--- config.mk ---
export PLATFORM = sky130hd
export DESIGN_NAME = alu_op_driver_flat
export DESIGN_NICKNAME = d
export VERILOG_FILES = /design/src/rtl/alu_op_driver_if.sv /design/src/rtl/alu_op_driver.sv /design/src/flat_wrapper.sv
export SDC_FILE = /design/constraint.sdc
export NUM_CORES = 1
export LEC_CHECK = 0
export BUFFER_PORTS_ARGS = -buffer_cell sky130_fd_sc_hd__clkbuf_2
export CORE_ASPECT_RATIO = 1.1
export CORE_MARGIN = 5
export CORE_UTILIZATION = 40
export DETAILED_ROUTE_END_ITERATION = 8
export PLACE_DENSITY = 0.69
export SLEW_MARGIN = 10
export SYNTH_ARGS = -nofsm -noshare
export SYNTH_HDL_FRONTEND = slang
export SYNTH_SLANG_ARGS = --single-unit
--- constraint.sdc ---
create_clock -name i_clk -period 1.7 [get_ports i_clk]
set_input_delay 0.255 -clock i_clk [delete_from_list [all_inputs] [get_ports i_clk]]
set_output_delay 0.255 -clock i_clk [all_outputs]
set_load 0.02 [all_outputs]
--- src/rtl/alu_op_driver_if.sv ---
// Bundle of request, ALU-drive, response and statistics signals for alu_op_driver.
// The master modport is the driver's view; the slave modport is the view of the
// environment that issues requests, models the ALU and consumes responses.
interface alu_op_driver_if #(
    parameter int WIDTH = 4,
    parameter int CNTW  = 8
);
    // request channel
    logic             i_req_valid;
    logic             o_req_ready;
    logic [WIDTH-1:0] i_req_arg0;
    logic [WIDTH-1:0] i_req_arg1;
    logic [1:0]       i_req_oper;

    // ALU operand / result side
    logic [WIDTH-1:0] o_arg0;
    logic [WIDTH-1:0] o_arg1;
    logic [1:0]       o_oper;
    logic [WIDTH-1:0] i_alu_result;
    logic [3:0]       i_alu_flag;

    // response channel
    logic             o_rsp_valid;
    logic             i_rsp_ready;
    logic [WIDTH-1:0] o_rsp_result;
    logic [3:0]       o_rsp_flag;
    logic [1:0]       o_rsp_oper;

    // statistics
    logic             i_clr_cnt;
    logic [CNTW-1:0]  o_err_cnt;
    logic [CNTW-1:0]  o_ovf_cnt;

    modport master (
        input  i_req_valid, i_req_arg0, i_req_arg1, i_req_oper,
        output o_req_ready,
        output o_arg0, o_arg1, o_oper,
        input  i_alu_result, i_alu_flag,
        output o_rsp_valid, o_rsp_result, o_rsp_flag, o_rsp_oper,
        input  i_rsp_ready,
        input  i_clr_cnt,
        output o_err_cnt, o_ovf_cnt
    );

    modport slave (
        output i_req_valid, i_req_arg0, i_req_arg1, i_req_oper,
        input  o_req_ready,
        input  o_arg0, o_arg1, o_oper,
        output i_alu_result, i_alu_flag,
        input  o_rsp_valid, o_rsp_result, o_rsp_flag, o_rsp_oper,
        output i_rsp_ready,
        output i_clr_cnt,
        input  o_err_cnt, o_ovf_cnt
    );
endinterface

--- src/rtl/alu_op_driver.sv ---
// Request-side master for the 4-operation ALU. One operation in flight at a time:
// accept a request, drive the ALU operands, wait LAT cycles, capture result and
// flags, and hold them on the response channel until consumed. Keeps saturating
// error and overflow counters of captured responses.
module alu_op_driver #(
    parameter int WIDTH = 4,
    parameter int LAT   = 1,   // ALU register stages, 0..15
    parameter int CNTW  = 8
) (
    input logic             i_clk,
    input logic             i_rstn,
    alu_op_driver_if.master bus
);

    typedef enum logic [1:0] {
        IDLE = 2'd0,
        WAIT = 2'd1,
        RESP = 2'd2
    } state_t;

    state_t     state;
    state_t     state_next;
    logic [3:0] wait_cnt;
    logic       accept;
    logic       capture;
    logic       req_ready_next;
    logic       rsp_valid_next;

    // Increment by one unless disabled or already at the all-ones ceiling.
    function automatic logic [CNTW-1:0] sat_inc(input logic [CNTW-1:0] value,
                                                input logic            en);
        if (en && (value != {CNTW{1'b1}}))
            return value + {{(CNTW-1){1'b0}}, 1'b1};
        return value;
    endfunction

    // Request handshake uses the registered ready, so nothing is accepted on the
    // first edge after reset release.
    assign accept  = (state == IDLE) && bus.i_req_valid && bus.o_req_ready;
    // The ALU output is sampled once the wait counter has drained.
    assign capture = (state == WAIT) && (wait_cnt == 4'd0);

    // State register.
    always_ff @(posedge i_clk or negedge i_rstn) begin
        if (!i_rstn) state <= IDLE;
        else         state <= state_next;
    end

    // Next-state decode.
    always_comb begin
        state_next = state;
        unique case (state)
            IDLE:    if (accept)          state_next = WAIT;
            WAIT:    if (capture)         state_next = RESP;
            RESP:    if (bus.i_rsp_ready) state_next = IDLE;
            default:                      state_next = IDLE;
        endcase
    end

    // Output decode: handshake outputs are registered versions of the next state.
    always_comb begin
        req_ready_next = (state_next == IDLE);
        rsp_valid_next = (state_next == RESP);
    end

    // Registered handshake outputs; no input reaches them combinationally.
    always_ff @(posedge i_clk or negedge i_rstn) begin
        if (!i_rstn) begin
            bus.o_req_ready <= 1'b0;
            bus.o_rsp_valid <= 1'b0;
        end else begin
            bus.o_req_ready <= req_ready_next;
            bus.o_rsp_valid <= rsp_valid_next;
        end
    end

    // Wait counter: loaded with the ALU latency on accept, drained in WAIT.
    always_ff @(posedge i_clk or negedge i_rstn) begin
        if (!i_rstn) begin
            wait_cnt <= 4'd0;
        end else if (accept) begin
            wait_cnt <= 4'(LAT);
        end else if ((state == WAIT) && (wait_cnt != 4'd0)) begin
            wait_cnt <= wait_cnt - 4'd1;
        end
    end

    // Operand registers: loaded on accept, held until the next accepted request.
    always_ff @(posedge i_clk or negedge i_rstn) begin
        if (!i_rstn) begin
            bus.o_arg0 <= '0;
            bus.o_arg1 <= '0;
            bus.o_oper <= 2'b00;
        end else if (accept) begin
            bus.o_arg0 <= bus.i_req_arg0;
            bus.o_arg1 <= bus.i_req_arg1;
            bus.o_oper <= bus.i_req_oper;
        end
    end

    // Response capture: flags are taken verbatim from the ALU and held afterwards.
    always_ff @(posedge i_clk or negedge i_rstn) begin
        if (!i_rstn) begin
            bus.o_rsp_result <= '0;
            bus.o_rsp_flag   <= 4'b0000;
            bus.o_rsp_oper   <= 2'b00;
        end else if (capture) begin
            bus.o_rsp_result <= bus.i_alu_result;
            bus.o_rsp_flag   <= bus.i_alu_flag;
            bus.o_rsp_oper   <= bus.o_oper;
        end
    end

    // Statistic counters: a clear overrides any increment on the same edge.
    always_ff @(posedge i_clk or negedge i_rstn) begin
        if (!i_rstn) begin
            bus.o_err_cnt <= '0;
            bus.o_ovf_cnt <= '0;
        end else if (bus.i_clr_cnt) begin
            bus.o_err_cnt <= '0;
            bus.o_ovf_cnt <= '0;
        end else if (capture) begin
            bus.o_err_cnt <= sat_inc(bus.o_err_cnt, bus.i_alu_flag[0]);
            bus.o_ovf_cnt <= sat_inc(bus.o_ovf_cnt, bus.i_alu_flag[3]);
        end
    end

endmodule

--- src/flat_wrapper.sv ---
// flat-port wrapper written by rule: the top's interface ports become plain ports
module alu_op_driver_flat 
#(
    parameter int WIDTH = 4,
    parameter int LAT   = 1,                                
    parameter int CNTW  = 8
)
  (i_clk, i_rstn, bus_i_req_valid, bus_i_req_arg0, bus_i_req_arg1, bus_i_req_oper, bus_o_req_ready, bus_o_arg0, bus_o_arg1, bus_o_oper, bus_i_alu_result, bus_i_alu_flag, bus_o_rsp_valid, bus_o_rsp_result, bus_o_rsp_flag, bus_o_rsp_oper, bus_i_rsp_ready, bus_i_clr_cnt, bus_o_err_cnt, bus_o_ovf_cnt);
  alu_op_driver_if #(.WIDTH(WIDTH), .CNTW(CNTW)) bus_i ();
  input logic i_clk;
  input logic i_rstn;
  input wire logic [$bits(bus_i.i_req_valid)-1:0] bus_i_req_valid;
  input wire logic [$bits(bus_i.i_req_arg0)-1:0] bus_i_req_arg0;
  input wire logic [$bits(bus_i.i_req_arg1)-1:0] bus_i_req_arg1;
  input wire logic [$bits(bus_i.i_req_oper)-1:0] bus_i_req_oper;
  output wire logic [$bits(bus_i.o_req_ready)-1:0] bus_o_req_ready;
  output wire logic [$bits(bus_i.o_arg0)-1:0] bus_o_arg0;
  output wire logic [$bits(bus_i.o_arg1)-1:0] bus_o_arg1;
  output wire logic [$bits(bus_i.o_oper)-1:0] bus_o_oper;
  input wire logic [$bits(bus_i.i_alu_result)-1:0] bus_i_alu_result;
  input wire logic [$bits(bus_i.i_alu_flag)-1:0] bus_i_alu_flag;
  output wire logic [$bits(bus_i.o_rsp_valid)-1:0] bus_o_rsp_valid;
  output wire logic [$bits(bus_i.o_rsp_result)-1:0] bus_o_rsp_result;
  output wire logic [$bits(bus_i.o_rsp_flag)-1:0] bus_o_rsp_flag;
  output wire logic [$bits(bus_i.o_rsp_oper)-1:0] bus_o_rsp_oper;
  input wire logic [$bits(bus_i.i_rsp_ready)-1:0] bus_i_rsp_ready;
  input wire logic [$bits(bus_i.i_clr_cnt)-1:0] bus_i_clr_cnt;
  output wire logic [$bits(bus_i.o_err_cnt)-1:0] bus_o_err_cnt;
  output wire logic [$bits(bus_i.o_ovf_cnt)-1:0] bus_o_ovf_cnt;
  assign bus_i.i_req_valid = bus_i_req_valid;
  assign bus_i.i_req_arg0 = bus_i_req_arg0;
  assign bus_i.i_req_arg1 = bus_i_req_arg1;
  assign bus_i.i_req_oper = bus_i_req_oper;
  assign bus_o_req_ready = bus_i.o_req_ready;
  assign bus_o_arg0 = bus_i.o_arg0;
  assign bus_o_arg1 = bus_i.o_arg1;
  assign bus_o_oper = bus_i.o_oper;
  assign bus_i.i_alu_result = bus_i_alu_result;
  assign bus_i.i_alu_flag = bus_i_alu_flag;
  assign bus_o_rsp_valid = bus_i.o_rsp_valid;
  assign bus_o_rsp_result = bus_i.o_rsp_result;
  assign bus_o_rsp_flag = bus_i.o_rsp_flag;
  assign bus_o_rsp_oper = bus_i.o_rsp_oper;
  assign bus_i.i_rsp_ready = bus_i_rsp_ready;
  assign bus_i.i_clr_cnt = bus_i_clr_cnt;
  assign bus_o_err_cnt = bus_i.o_err_cnt;
  assign bus_o_ovf_cnt = bus_i.o_ovf_cnt;
  alu_op_driver #(.WIDTH(WIDTH), .LAT(LAT), .CNTW(CNTW)) u_core (.i_clk(i_clk), .i_rstn(i_rstn), .bus(bus_i));
endmodule
Word level (Yosys, flattened, before mapping)
Cells that the tools add are included.
{ "word_totals": {"ff_bits": 44, "input_bits": 23, "out_inout_bits": 38, "word_cells": 56} }
{ "op_classes": {"addsub": 3, "eq_ne": 5, "mux": 20, "n_reduce_logical": 16} }
{ "op_table": {"columns": ["cell", "n"], "rows": [
  ["$mux 8", 8],
  ["$add 8x1->8 const B", 2],
  ["$ne 8x8->1 const B", 2],
  ["$mux 4", 2],
  ["$reduce_bool 2->1", 4],
  ["$logic_and 1x1->1", 6],
  ["$mux 1", 6],
  ["$mux 2", 3],
  ["$pmux 2 s3", 1],
  ["$eq 2x2->1 const B", 2],
  ["$logic_not 2->1", 2],
  ["$logic_not 4->1", 1],
  ["$reduce_and 2->1", 2],
  ["$reduce_bool 4->1", 1],
  ["$sub 4x1->4 const B", 1],
  ["$eq 2x1->1 const B", 1]
]} }

Longest topological paths before layout
Gate-level depths: netlist (run 1).
{ "logic_depth": {"word_depth": 8, "depth_mapped": 7, "ltp_nobuf": 6} }

Worst setup path before layout (run 1)
OpenSTA, ideal clock, no wires.
{ "synth_timing": {"path_kind": "register to register", "start": "reg u_core.wait_cnt[0]", "end": "reg u_core.bus.o_err_cnt[6]", "arrival_ns": 1.626, "slack_ns": -0.046, "path_stages_with_launch": 7, "period_less_slack_ns": 1.746, "cell_sequence": "dfrtp_1 inv_1 ha_1 nor3b_4 nand3_2 or4b_1 and3_1"} }
{ "synth_between": {"elab_chain_cells": 4} }
{ "synth_lines": {"columns": ["element", "line_no", "rtl"], "rows": [
  ["from (decl)", "alu_op_driver.sv:23", "logic [3:0] wait_cnt;"],
  ["from (signal assigned)", "alu_op_driver.sv:82", "wait_cnt <= 4'(LAT);"],
  ["from (signal assigned)", "alu_op_driver.sv:84", "wait_cnt <= wait_cnt - 4'd1;"],
  ["$logic_not 4->1", "alu_op_driver.sv:41", "assign capture = (state == WAIT) && (wait_cnt == 4'd0);"],
  ["$logic_and 1x1->1", "alu_op_driver.sv:41", null],
  ["$reduce_bool 2->1 (no line)", null, null],
  ["$reduce_and 2->1 (no line)", null, null],
  ["to (signal assigned)", "alu_op_driver.sv:123", "bus.o_err_cnt <= sat_inc(bus.o_err_cnt, bus.i_alu_flag[0]);"],
  ["to (decl)", "alu_op_driver_if.sv:42", "output o_err_cnt, o_ovf_cnt"]
]} }
Every way passes these cells.
A chain may end at the register's enable or synchronous reset.

Worst setup path in the final report (run 1)
{ "layout_timing": {"start": "reg u_core.wait_cnt[1]", "end": "reg u_core.bus.o_err_cnt[0]"} }
The elaborated chain is that of the path after synthesis.

==> flow_metrics.py, run 1 <==
metrics = {
    "sta": {
        "max_freq_ghz": 0.558,
        "rsz0062_at_grt": "yes",
        "finalSetupViolCount": 13,
        "post-route-worst-setup-slack_ns": -0.0905,
        "drv_slew": 0,
        "worst_slew_margin_rel_pct": 66.8,
        "timing.final.crit_share_pct": 105,
        "layout_min_cycle_time_ns": 1.79,
        "clock_skew_ns": 0.00953,
        "worst_slew_pin_slew_ns": 0.498,
        "timing_hold_violations_final": 0,
    },
    "worst_setup_path": {
        "cpLargestDelayFamily": "simple AND/OR/NAND/NOR gates",
        "worst_ep_arrival_time_ns": 2.02,
        "timing.critical_path.from_type": "flip-flop",
        "cpMostUsedCell": "buf_6",
        "worst_path_largest_cell_delay_ns": 0.39,
        "worst-r2r-cell-count": 8,
        "critical-path-slowest-cell": "dfrtp_1",
        "crit_cells": 8,
        "critPathMaxFanout": 8,
        "series_of_cell_instances_along_the_critical_path": "inv_2 > ha_4 > nor3b_4 > buf_6 > nand3_4 > buf_6 > or3_4 > a21oi_2",
        "criticalPathCategory": "flip-flop to flip-flop",
        "worst-path-buf-inv": 3,
        "worst_setup_path_end_kind": "flip-flop",
        "worstPathRequired_ns": 1.93,
    },
    "placed_design": {
        "last_weighted_congestion_value_of_the_routability_driven_placer": 0.738,
        "hpwl_mm": 3.28,
        "detailedPlace.worstSlack_ns": -0.149,
        "dpl.cell_count": 306,
        "io_buffer_count": 60,
    },
    "floorplanning": {
        "die_ar_um2": 6530,
        "num_io_pins": 61,
        "die-width_um": 77.5,
        "placeableCoreArea_um2": 4930,
        "floorplan.initialDensity_pct": 40.7,
        "fp-row-count": 27,
        "floorplan.die.height_um": 84.3,
    },
    "clock_network": {
        "cts_sinks": 44,
        "clock_tree.root_cell": "clkbuf_8",
        "cts_max_level": 2,
        "clock_tree_from_tritoncts": "built",
        "cts_made_buffers": 5,
        "clkTransAtPathRegs_ns": 0.09,
        "clock_insertion_delay_at_the_later_pin_of_the_skew_report_ns": 0.30,
        "clk_path_buf_depth": 2,
    },
    "logic_synthesis": {
        "ys_types": 34,
        "postSynthCellCount": 172,
        "post-synth-top-area-cell": "dfrtp_1",
        "area_share_of_the_leading_cell_type_in_the_synthesized_netlist_pct": 54.9,
        "synth.ff_latch_count": 44,
        "register_area_share_after_synthesis_pct": 54.9,
        "synthesis.area_per_instance_um2": 11.7,
        "synth_area_um2": 2010,
        "post_synth_net_total": 199,
        "synth_top_cells_by_count": "dfrtp_1, mux2_2, nand2_1, a21oi_1, nor2_1",
        "synth_area_leaders": "dfrtp_1, mux2_2, a21oi_1",
        "synth_flop_cell": "dfrtp_1",
        "synth_enable_flop_cells": 0,
        "yosys_warnings": 0,
        "async_reset_ff_share_pct": 100,
        "yosys.cell_count.top_type": "dfrtp_1",
    },
    "routing": {
        "highest-signal-layer": "met4",
        "drcViolationCount": 0,
        "drtPass1Iterations": 4,
        "dr_wl_met2_mm": 2.46,
        "avgViaCountPerCell": 5.29,
        "drt-met1-wl_mm": 2.09,
        "detail_route.wl_per_cell_um": 15.6,
        "total_number_of_vias": 1708,
        "met3RoutedLength_um": 351,
        "ant_nets": 0,
        "aggregate_routed_wire_length_mm": 5.03,
        "first_iter_violations": 79,
    },
    "global_route": {
        "global_route.overflow_total": 0,
        "grtUsageTotal_pct": 15.6,
        "grt_pass1_vias": 1777,
        "antenna_violations_before_repair": 0,
        "grt_pass1_wl_mm": 8.33,
        "grt_max_degree": 28,
    },
    "power_and_ir_drop": {
        "power.density_cell_area_nw_per_um2": 1500,
        "peakVddDrop_uv": 944,
        "leakage_nw": 1.31,
        "totalPowerFinal_mw": 4.32,
    },
    "final_layout": {
        "fillerInstances": 419,
        "multi_input_area_um2": 1010,
        "layout.nets": 291,
        "area_growth_pct": 43.2,
        "num_antenna_cells": 0,
        "stdcell_count": 323,
        "layout-drive-gt1-share_pct": 52.8,
        "ff_latch_area_um2": 1100,
    },
    "outcome": {
        "failed_checks": "setup timing",
        "status": "finished with violations",
    },
    "min_path": {
        "hold_path.class": "primary input to flip-flop",
        "holdPathStages": 2,
    },
    "run": {
        "cap_viol_max_count": 0,
    },
}
[cell usage in the layout, fill, tap and decap left out, drive strengths merged, types with 2 or more instances in the layout]
cell type / instances
nand2b: 3
dfrtp: 44
xor2: 2
o41ai: 4
buf: 28
or3b: 3
inv: 6
nor3: 2
and2: 2
nand4: 3
a21oi: 10
or3: 2
ha: 4
or4: 6
o311ai: 2
nor4: 3
nand3b: 2
mux2: 21
clkbuf: 65
nand3: 11
nand2: 12
o21ai: 7
o31ai: 4
nor2b: 2
nor2: 8
[layout make-up]
cell class	instances	share of cell area, %
clock buffers	5	2.40
clock inverters	3	1.61
inverters	5	0.653
multi-input cells	119	35.3
flip-flops and latches	44	38.3
well taps	58	2.53
repair buffers	89	19.2
[metal layers]
metal	vias up	global-route usage, %
li1	815	-
met1	827	18.5
met2	53	26.1
met3	13	4.94
met4	0	6.09
met5	-	0
[final timing paths]
kind / start / to / slack [ns]
max: u_core.wait_cnt[1]$_DFFE_PN0P_ / u_core.bus.o_err_cnt[0]$_DFFE_PN0P_ / -0.09
max reg2reg: u_core.wait_cnt[1]$_DFFE_PN0P_ / u_core.bus.o_err_cnt[0]$_DFFE_PN0P_ / -0.09
min: bus_i_rsp_ready / u_core.bus.o_rsp_valid$_DFF_PN0_ / 0.15
max in group asynchronous: i_rstn / u_core.wait_cnt[0]$_DFFE_PN0P_ / 0.74
min in group asynchronous: i_rstn / u_core.bus.o_err_cnt[5]$_DFFE_PN0P_ / 0.45
min reg2reg: u_core.bus.o_rsp_flag[0]$_DFFE_PN0P_ / u_core.bus.o_rsp_flag[0]$_DFFE_PN0P_ / 0.49
[timing repair]
item,CTS,global route
gates resized for setup,18,12
hold buffers,1,0
cloned,2,0
endpoints found under the setup margin,15,25
pin swaps,20,6
endpoints found under the hold margin,17,0
setup buffers,4,2
[where the power goes]
group	internal, mW	switching, mW
Clock	0.443	0.393
Sequential	1.39	0.188
Combinational	0.879	1.03
Total	2.71	1.61
[registers in the layout, summed over array words and instances (netlist names)]
name	count
u_core.bus.o_oper	2
u_core.bus.o_rsp_flag	4
u_core.wait_cnt	4
u_core.bus.o_arg0	4
u_core.bus.o_ovf_cnt	8
u_core.bus.o_rsp_valid	1
u_core.bus.o_rsp_result	4
u_core.state	2
u_core.bus.o_err_cnt	8
u_core.bus.o_rsp_oper	2
u_core.bus.o_req_ready	1
u_core.bus.o_arg1	4
[kinds of logic (layout without fill, tap and decap cells)]
family / Yosys count / count (layout) / share of synthesized area, %
and+or+nand+nor: 61 / 63 / 18.4
muxes: 22 / 22 / 12.3
xor gates and xnor gates: 2 / 2 / 0.874
DFF: 44 / 44 / 54.9
adders and majority gates: 4 / 4 / 2.50
buffers and inverters: 11 / 102 / 2.31
AOI/OAI and AO/OA: 28 / 28 / 8.73
[metrics by stage]
stage	util [%]	hold slack, ns	TNS (ns)	area [µm²]
final	58.2	0.146	-0.794	2870
after floorplan	-	-0.0406	-0.0199	2010
after CTS	56.7	0.132	-0.414	2800
after global placement	51.4	0.242	-1.10	2530
after detailed placement	51.4	0.250	-1.58	2530
after global routing	58.2	0.138	-2.99	2870
No activity file was read; power rests on OpenSTA's default activity.
==> run 2, diff against run 1 <==
--- a/config.mk
+++ b/config.mk
@@ -11,6 +11,7 @@
 export CORE_UTILIZATION = 40
 export DETAILED_ROUTE_END_ITERATION = 8
 export PLACE_DENSITY = 0.69
+export RECOVER_POWER = 100
 export SLEW_MARGIN = 10
 export SYNTH_ARGS = -nofsm -noshare
 export SYNTH_HDL_FRONTEND = slang
==> run 2 against run 1 <==
  * The flow still finishes with violations (setup timing)
  * Critical path type unchanged
  * Wire length increased by 0.18%
  * Register-to-register slack about the same
  * Critical endpoint unchanged
  * Highest routed layer unchanged
  * Worst setup slack got worse by 0.0013 ns
  * Global-route usage unchanged
==> flow_metrics.py, run 2 (synthesis results as in run 1) <==
metrics = {
    "final_layout": {
        "layout_top_registers": "u_core.bus.o_err_cnt (8), u_core.bus.o_ovf_cnt (8)",
        "stdcell_count": 323,
        "final_cell_area_um2": 2800,
        "layout.cells.most_common": "dfrtp_1",
        "layout.nets": 291,
        "layout_common_cells": "dfrtp_1, clkbuf_1, clkbuf_2, mux2_2, buf_4",
        "layout-drive-gt1-share_pct": 36.6,
        "num_antenna_cells": 0,
        "fillerInstances": 451,
        "area_growth_pct": 39.5,
        "multi_input_area_um2": 1010,
        "final_core_util_pct": 56.7,
        "ff_latch_area_um2": 1100,
    },
    "clock_network": {
        "cts_made_buffers": 5,
        "clock_insertion_delay_at_the_later_pin_of_the_skew_report_ns": 0.30,
        "cts_max_level": 2,
        "clock_tree_from_tritoncts": "built",
        "cts_sinks": 44,
        "clock_tree.root_cell": "clkbuf_8",
        "clkTransAtPathRegs_ns": 0.09,
        "clk_path_buf_depth": 2,
    },
    "sta": {
        "drv_slew": 0,
        "worst_slew_pin_slew_ns": 1.02,
        "fin_worst_hold_slack_ns": 0.148,
        "post-route-worst-setup-slack_ns": -0.0918,
        "clock_skew_ns": 0.00889,
        "layout_min_cycle_time_ns": 1.79,
        "max_freq_ghz": 0.558,
        "setup-tns-final_ns": -0.803,
        "worst_slew_margin_rel_pct": 32.3,
        "timing.final.crit_share_pct": 105,
        "timing_hold_violations_final": 0,
        "finalSetupViolCount": 12,
        "rsz0062_at_grt": "yes",
    },
    "global_route": {
        "gr-usage-met1_pct": 18.5,
        "antenna_violations_before_repair": 0,
        "global_route.overflow_total": 0,
        "grt.met2_usage_pct": 26.1,
        "grtUsageTotal_pct": 15.6,
        "grt_busiest_layer": "met2",
        "grt_pass1_wl_mm": 8.33,
        "grt_pass1_vias": 1777,
        "grt_max_degree": 28,
        "use_met3_pct": 4.94,
    },
    "placed_design": {
        "postPlaceCellArea_um2": 2530,
        "last_weighted_congestion_value_of_the_routability_driven_placer": 0.738,
        "hpwl_mm": 3.28,
        "dpl.cell_count": 306,
        "io_buffer_count": 60,
        "detailedPlace.worstSlack_ns": -0.149,
    },
    "worst_setup_path": {
        "worstPathRequired_ns": 1.93,
        "criticalPathCategory": "flip-flop to flip-flop",
        "timing.critical_path.from_type": "flip-flop",
        "critPathMaxFanout": 8,
        "worst_ep_arrival_time_ns": 2.02,
        "worst_setup_path_end_kind": "flip-flop",
    },
    "floorplanning": {
        "fp-row-count": 27,
        "floorplan.initialDensity_pct": 40.7,
        "die-width_um": 77.5,
        "num_io_pins": 61,
        "placeableCoreArea_um2": 4930,
        "floorplan.die.height_um": 84.3,
        "die_ar_um2": 6530,
    },
    "run": {
        "cap_viol_max_count": 0,
    },
    "power_and_ir_drop": {
        "totalPowerFinal_mw": 4.21,
        "peakVddDrop_uv": 917,
        "power.density_cell_area_nw_per_um2": 1500,
        "leakage_nw": 1.17,
    },
    "routing": {
        "detail_route.wl_per_cell_um": 15.6,
        "drcViolationCount": 0,
        "drtPass1Iterations": 4,
        "first_iter_violations": 66,
        "avgViaCountPerCell": 5.34,
        "ant_nets": 0,
        "total_number_of_vias": 1724,
        "aggregate_routed_wire_length_mm": 5.04,
    },
    "outcome": {
        "failed_checks": "setup timing",
        "status": "finished with violations",
    },
    "min_path": {
        "hold_path.class": "primary input to flip-flop",
    },
}
## run 2: worst paths after layout
kind / from / end / slack [ns] / cells after the start
worst max-delay path: u_core.wait_cnt[1]$_DFFE_PN0P_ / u_core.bus.o_err_cnt[0]$_DFFE_PN0P_ / -0.09 / 8
worst min-delay path: bus_i_rsp_ready / u_core.bus.o_rsp_valid$_DFF_PN0_ / 0.15 / 2
worst max register to register: u_core.wait_cnt[1]$_DFFE_PN0P_ / u_core.bus.o_err_cnt[0]$_DFFE_PN0P_ / -0.09 / 8
worst min register to register: u_core.bus.o_rsp_flag[0]$_DFFE_PN0P_ / u_core.bus.o_rsp_flag[0]$_DFFE_PN0P_ / 0.49 / 2
max in group asynchronous: i_rstn / u_core.bus.o_rsp_oper[0]$_DFFE_PN0P_ / 0.28 / 3
min in group asynchronous: i_rstn / u_core.bus.o_err_cnt[5]$_DFFE_PN0P_ / 0.65 / 2
## run 2: worst max-delay path, stage by stage (launching register included)
cell	delay, ns
dfrtp_1	0.39
inv_2	0.09
ha_4	0.13
nor3b_4	0.18
buf_6	0.16
nand3_4	0.10
buf_6	0.16
or3_4	0.36
a21oi_2	0.15
## run 2: power breakdown
group	switching, mW	internal (mW)
logic	1.02	0.780
registers	0.185	1.39
clock network	0.391	0.443
## run 2: layout make-up
cell class,count,share of cell area [%]
Sequential cell,44,39.4
Multi-Input combinational cell,119,36.0
Timing Repair Buffer,89,17.3
Inverter,5,0.671
Clock inverter,3,1.65
Clock buffer,5,2.46
Tap cell,58,2.59
## run 2: layer usage
| layer | vias to the layer above | part of all wire [%] |
|---|---|---|
| li1 | 817 | - |
| met1 | 838 | 41 |
| met2 | 56 | 49 |
| met3 | 13 | 6.9 |
| met4 | 0 | 2.6 |
| met5 | - | 0 |
## run 2: timing repair
action                     CTS  global route
gates resized for setup     18            12
hold buffers                 1             0
setup endpoints to repair   15            25
pin swaps                   20             6
setup buffers                4             2
hold endpoints to repair    17             0
cloned                       2             0
==> run 3, diff against run 2 <==
--- a/config.mk
+++ b/config.mk
@@ -5,13 +5,14 @@
 export SDC_FILE = /design/constraint.sdc
 export NUM_CORES = 1
 export LEC_CHECK = 0
+export ABC_AREA = 1
 export BUFFER_PORTS_ARGS = -buffer_cell sky130_fd_sc_hd__clkbuf_2
 export CORE_ASPECT_RATIO = 1.1
 export CORE_MARGIN = 5
 export CORE_UTILIZATION = 40
 export DETAILED_ROUTE_END_ITERATION = 8
-export PLACE_DENSITY = 0.69
-export RECOVER_POWER = 100
+export PLACE_DENSITY = 0.68
+export RECOVER_POWER = 50
 export SLEW_MARGIN = 10
 export SYNTH_ARGS = -nofsm -noshare
 export SYNTH_HDL_FRONTEND = slang
==> run 3 against run 2 <==
  * The flow now finishes without violations
  * Sequential power grew 3%
  * Combinational power shrank 14%
  * Count of clock-buffer cells in the layout is 1 higher
  * Synthesized cell count rose by 65%
  * Via count is 14% higher
  * Highest routed layer unchanged
==> flow_metrics.py, run 3 <==
metrics = {
    "logic_synthesis": {
        "post-synth-top-area-cell": "dfrtp_1",
        "postSynthCellCount": 283,
        "synth_top_cells_by_count": "nand2_1, dfrtp_1, nor2_1, inv_1, nand3_1",
        "ys_types": 27,
        "synth.ff_latch_count": 44,
        "post_synth_net_total": 310,
        "synth_enable_flop_cells": 0,
        "synth_flop_cell": "dfrtp_1",
        "synth_area_um2": 2220,
        "yosys.cell_count.top_type": "nand2_1",
        "area_share_of_the_leading_cell_type_in_the_synthesized_netlist_pct": 49.5,
        "register_area_share_after_synthesis_pct": 49.5,
        "yosys_warnings": 0,
        "synth_area_leaders": "dfrtp_1, nand2_1, nand3_1",
        "synthesis.area_per_instance_um2": 7.86,
        "async_reset_ff_share_pct": 100,
    },
    "placed_design": {
        "last_weighted_congestion_value_of_the_routability_driven_placer": 0.816,
        "postPlaceCellArea_um2": 2620,
        "io_buffer_count": 60,
        "hpwl_mm": 3.59,
        "detailedPlace.worstSlack_ns": 0.198,
    },
    "sta": {
        "clock_skew_ns": 0.00359,
        "setup-tns-final_ns": 0,
        "timing_hold_violations_final": 0,
        "worst_slew_pin_slew_ns": 1.10,
        "layout_min_cycle_time_ns": 1.52,
        "drv_slew": 0,
        "finalSetupViolCount": 0,
        "timing.final.crit_share_pct": 89.7,
        "worst_slew_margin_rel_pct": 27.0,
        "rsz0062_at_grt": "no",
        "max_freq_ghz": 0.656,
        "post-route-worst-setup-slack_ns": 0.176,
    },
    "worst_setup_path": {
        "worst_path_largest_cell_delay_ns": 0.37,
        "critPathMaxFanout": 9,
        "cpMostUsedCell": "nand2_1",
        "timing.critical_path.from_type": "flip-flop",
        "worstPathRequired_ns": 1.94,
        "critical-path-slowest-cell": "dfrtp_1",
        "worst_setup_path_end_kind": "flip-flop",
        "criticalPathCategory": "flip-flop to flip-flop",
        "series_of_cell_instances_along_the_critical_path": "inv_1 > ha_1 > nand2_2 > nor2_4 > nand3_4 > nand2_4 > nand2_1 > nand2_1",
        "worst_ep_arrival_time_ns": 1.76,
    },
    "final_layout": {
        "layout_top_registers": "u_core.bus.o_err_cnt (8), u_core.bus.o_ovf_cnt (8)",
        "final_cell_area_um2": 2690,
        "layout_common_cells": "nand2_1, dfrtp_1, clkbuf_2, nor2_1, inv_1",
        "multi_input_area_um2": 950,
        "final_core_util_pct": 49.8,
        "ff_latch_area_um2": 1100,
        "fillerInstances": 561,
        "num_antenna_cells": 0,
        "layout.nets": 378,
        "layout.cells.most_common": "nand2_1",
        "layout-drive-gt1-share_pct": 19.9,
        "area_growth_pct": 20.9,
    },
    "floorplanning": {
        "placeableCoreArea_um2": 5400,
        "num_io_pins": 61,
        "floorplan.initialDensity_pct": 41.2,
        "fp-row-count": 28,
        "die_ar_um2": 7150,
        "die-width_um": 81.1,
        "floorplan.die.height_um": 88.2,
    },
    "routing": {
        "aggregate_routed_wire_length_mm": 4.91,
        "drt-met1-wl_mm": 2.29,
        "ant_nets": 0,
        "total_number_of_vias": 1968,
        "dr_wl_met2_mm": 2.17,
        "avgViaCountPerCell": 4.61,
        "first_iter_violations": 98,
        "met3RoutedLength_um": 399,
        "detail_route.wl_per_cell_um": 11.5,
        "drtPass1Iterations": 5,
        "highest-signal-layer": "met4",
        "drcViolationCount": 0,
    },
    "clock_network": {
        "postCtsSetupRepairBufs": 0,
        "cts_sinks": 44,
        "clkTransAtPathRegs_ns": 0.08,
        "cts_max_level": 2,
        "clock_tree.root_cell": "clkbuf_8",
        "post_cts_resize_count": 0,
        "clk_path_buf_depth": 2,
        "cts.hold.buffers_added": 0,
        "cts_made_buffers": 5,
        "clock_tree_from_tritoncts": "built",
        "clock_insertion_delay_at_the_later_pin_of_the_skew_report_ns": 0.30,
    },
    "global_route": {
        "grtUsageTotal_pct": 15.0,
        "antenna_violations_before_repair": 0,
        "grt_pass1_vias": 1828,
        "global_route.overflow_total": 0,
        "grt_pass1_wl_mm": 8.34,
        "grt_max_degree": 45,
    },
    "power_and_ir_drop": {
        "leakage_nw": 1.39,
        "power.density_cell_area_nw_per_um2": 1440,
        "peakVddDrop_uv": 715,
        "totalPowerFinal_mw": 3.87,
    },
    "min_path": {
        "hold_path.class": "primary input to flip-flop",
    },
    "run": {
        "cap_viol_max_count": 0,
    },
    "outcome": {
        "status": "finished, final reports clean",
    },
}
==> run 3: layout make-up <==
cell class                      instances  share of cell area [%]
Clock buffer                            6                    3.07
Clock inverter                          2                   0.372
Inverter                               30                    4.37
Multi-Input combinational cell        202                    35.3
Sequential cell                        44                    40.9
Tap cell                               75                    3.49
Timing Repair Buffer                   68                    12.4
==> run 3: final timing paths <==
kind	from	slack, ns	endpoint	cells after the start
setup / recovery	u_core.wait_cnt[0]$_DFFE_PN0P_	0.18	u_core.bus.o_err_cnt[1]$_DFFE_PN0P_	8
hold / removal	bus_i_rsp_ready	0.14	u_core.bus.o_rsp_valid$_DFF_PN0_	2
setup reg to reg	u_core.wait_cnt[0]$_DFFE_PN0P_	0.18	u_core.bus.o_err_cnt[1]$_DFFE_PN0P_	8
hold reg to reg	u_core.bus.o_rsp_result[2]$_DFFE_PN0P_	0.47	u_core.bus.o_rsp_result[2]$_DFFE_PN0P_	2
max in group asynchronous	i_rstn	0.79	u_core.bus.o_rsp_result[0]$_DFFE_PN0P_	2
min in group asynchronous	i_rstn	0.23	u_core.bus.o_err_cnt[6]$_DFFE_PN0P_	2
==> run 3: routing by layer <==
layer / global-route usage [%] / vias up
met2: 23.0 / 60
met5: 0 / -
met3: 4.89 / 5
met4: 5.38 / 0
li1: - / 1013
met1: 20.0 / 890
==> run 3: through the flow <==
step,instances,hold WS (ns)
after floorplan,283,-0.0406
after global placement,419,0.372
after detailed placement,419,0.379
after CTS,427,0.0513
after global routing,427,0.134
final,427,0.142
==> run 3: cells by family (layout without fill, tap and decap cells) <==
family	after synthesis	after routing	synth area share (%)
DFF	44	44	49.5
xor gates and xnor gates	4	4	1.58
and+or+nand+nor	176	176	34.5
adders and majority gates	4	4	2.25
AOI/OAI and AO/OA	18	18	4.33
buffers and inverters	37	106	7.82
==> run 3: where the power goes <==
group          internal (mW)  switching (mW)  total [mW]
clock network          0.325           0.361       0.686
registers               1.40           0.229        1.63
logic                  0.479            1.07        1.55
==> run 3: worst max-delay path, delay by kind of cell (launching register included) <==
family / cells / cell delay (ns)
adder cells (fa/ha/maj): 1 / 0.20
buffers and inverters: 1 / 0.12
flip-flops: 1 / 0.37
AND/OR/NAND/NOR: 6 / 0.77
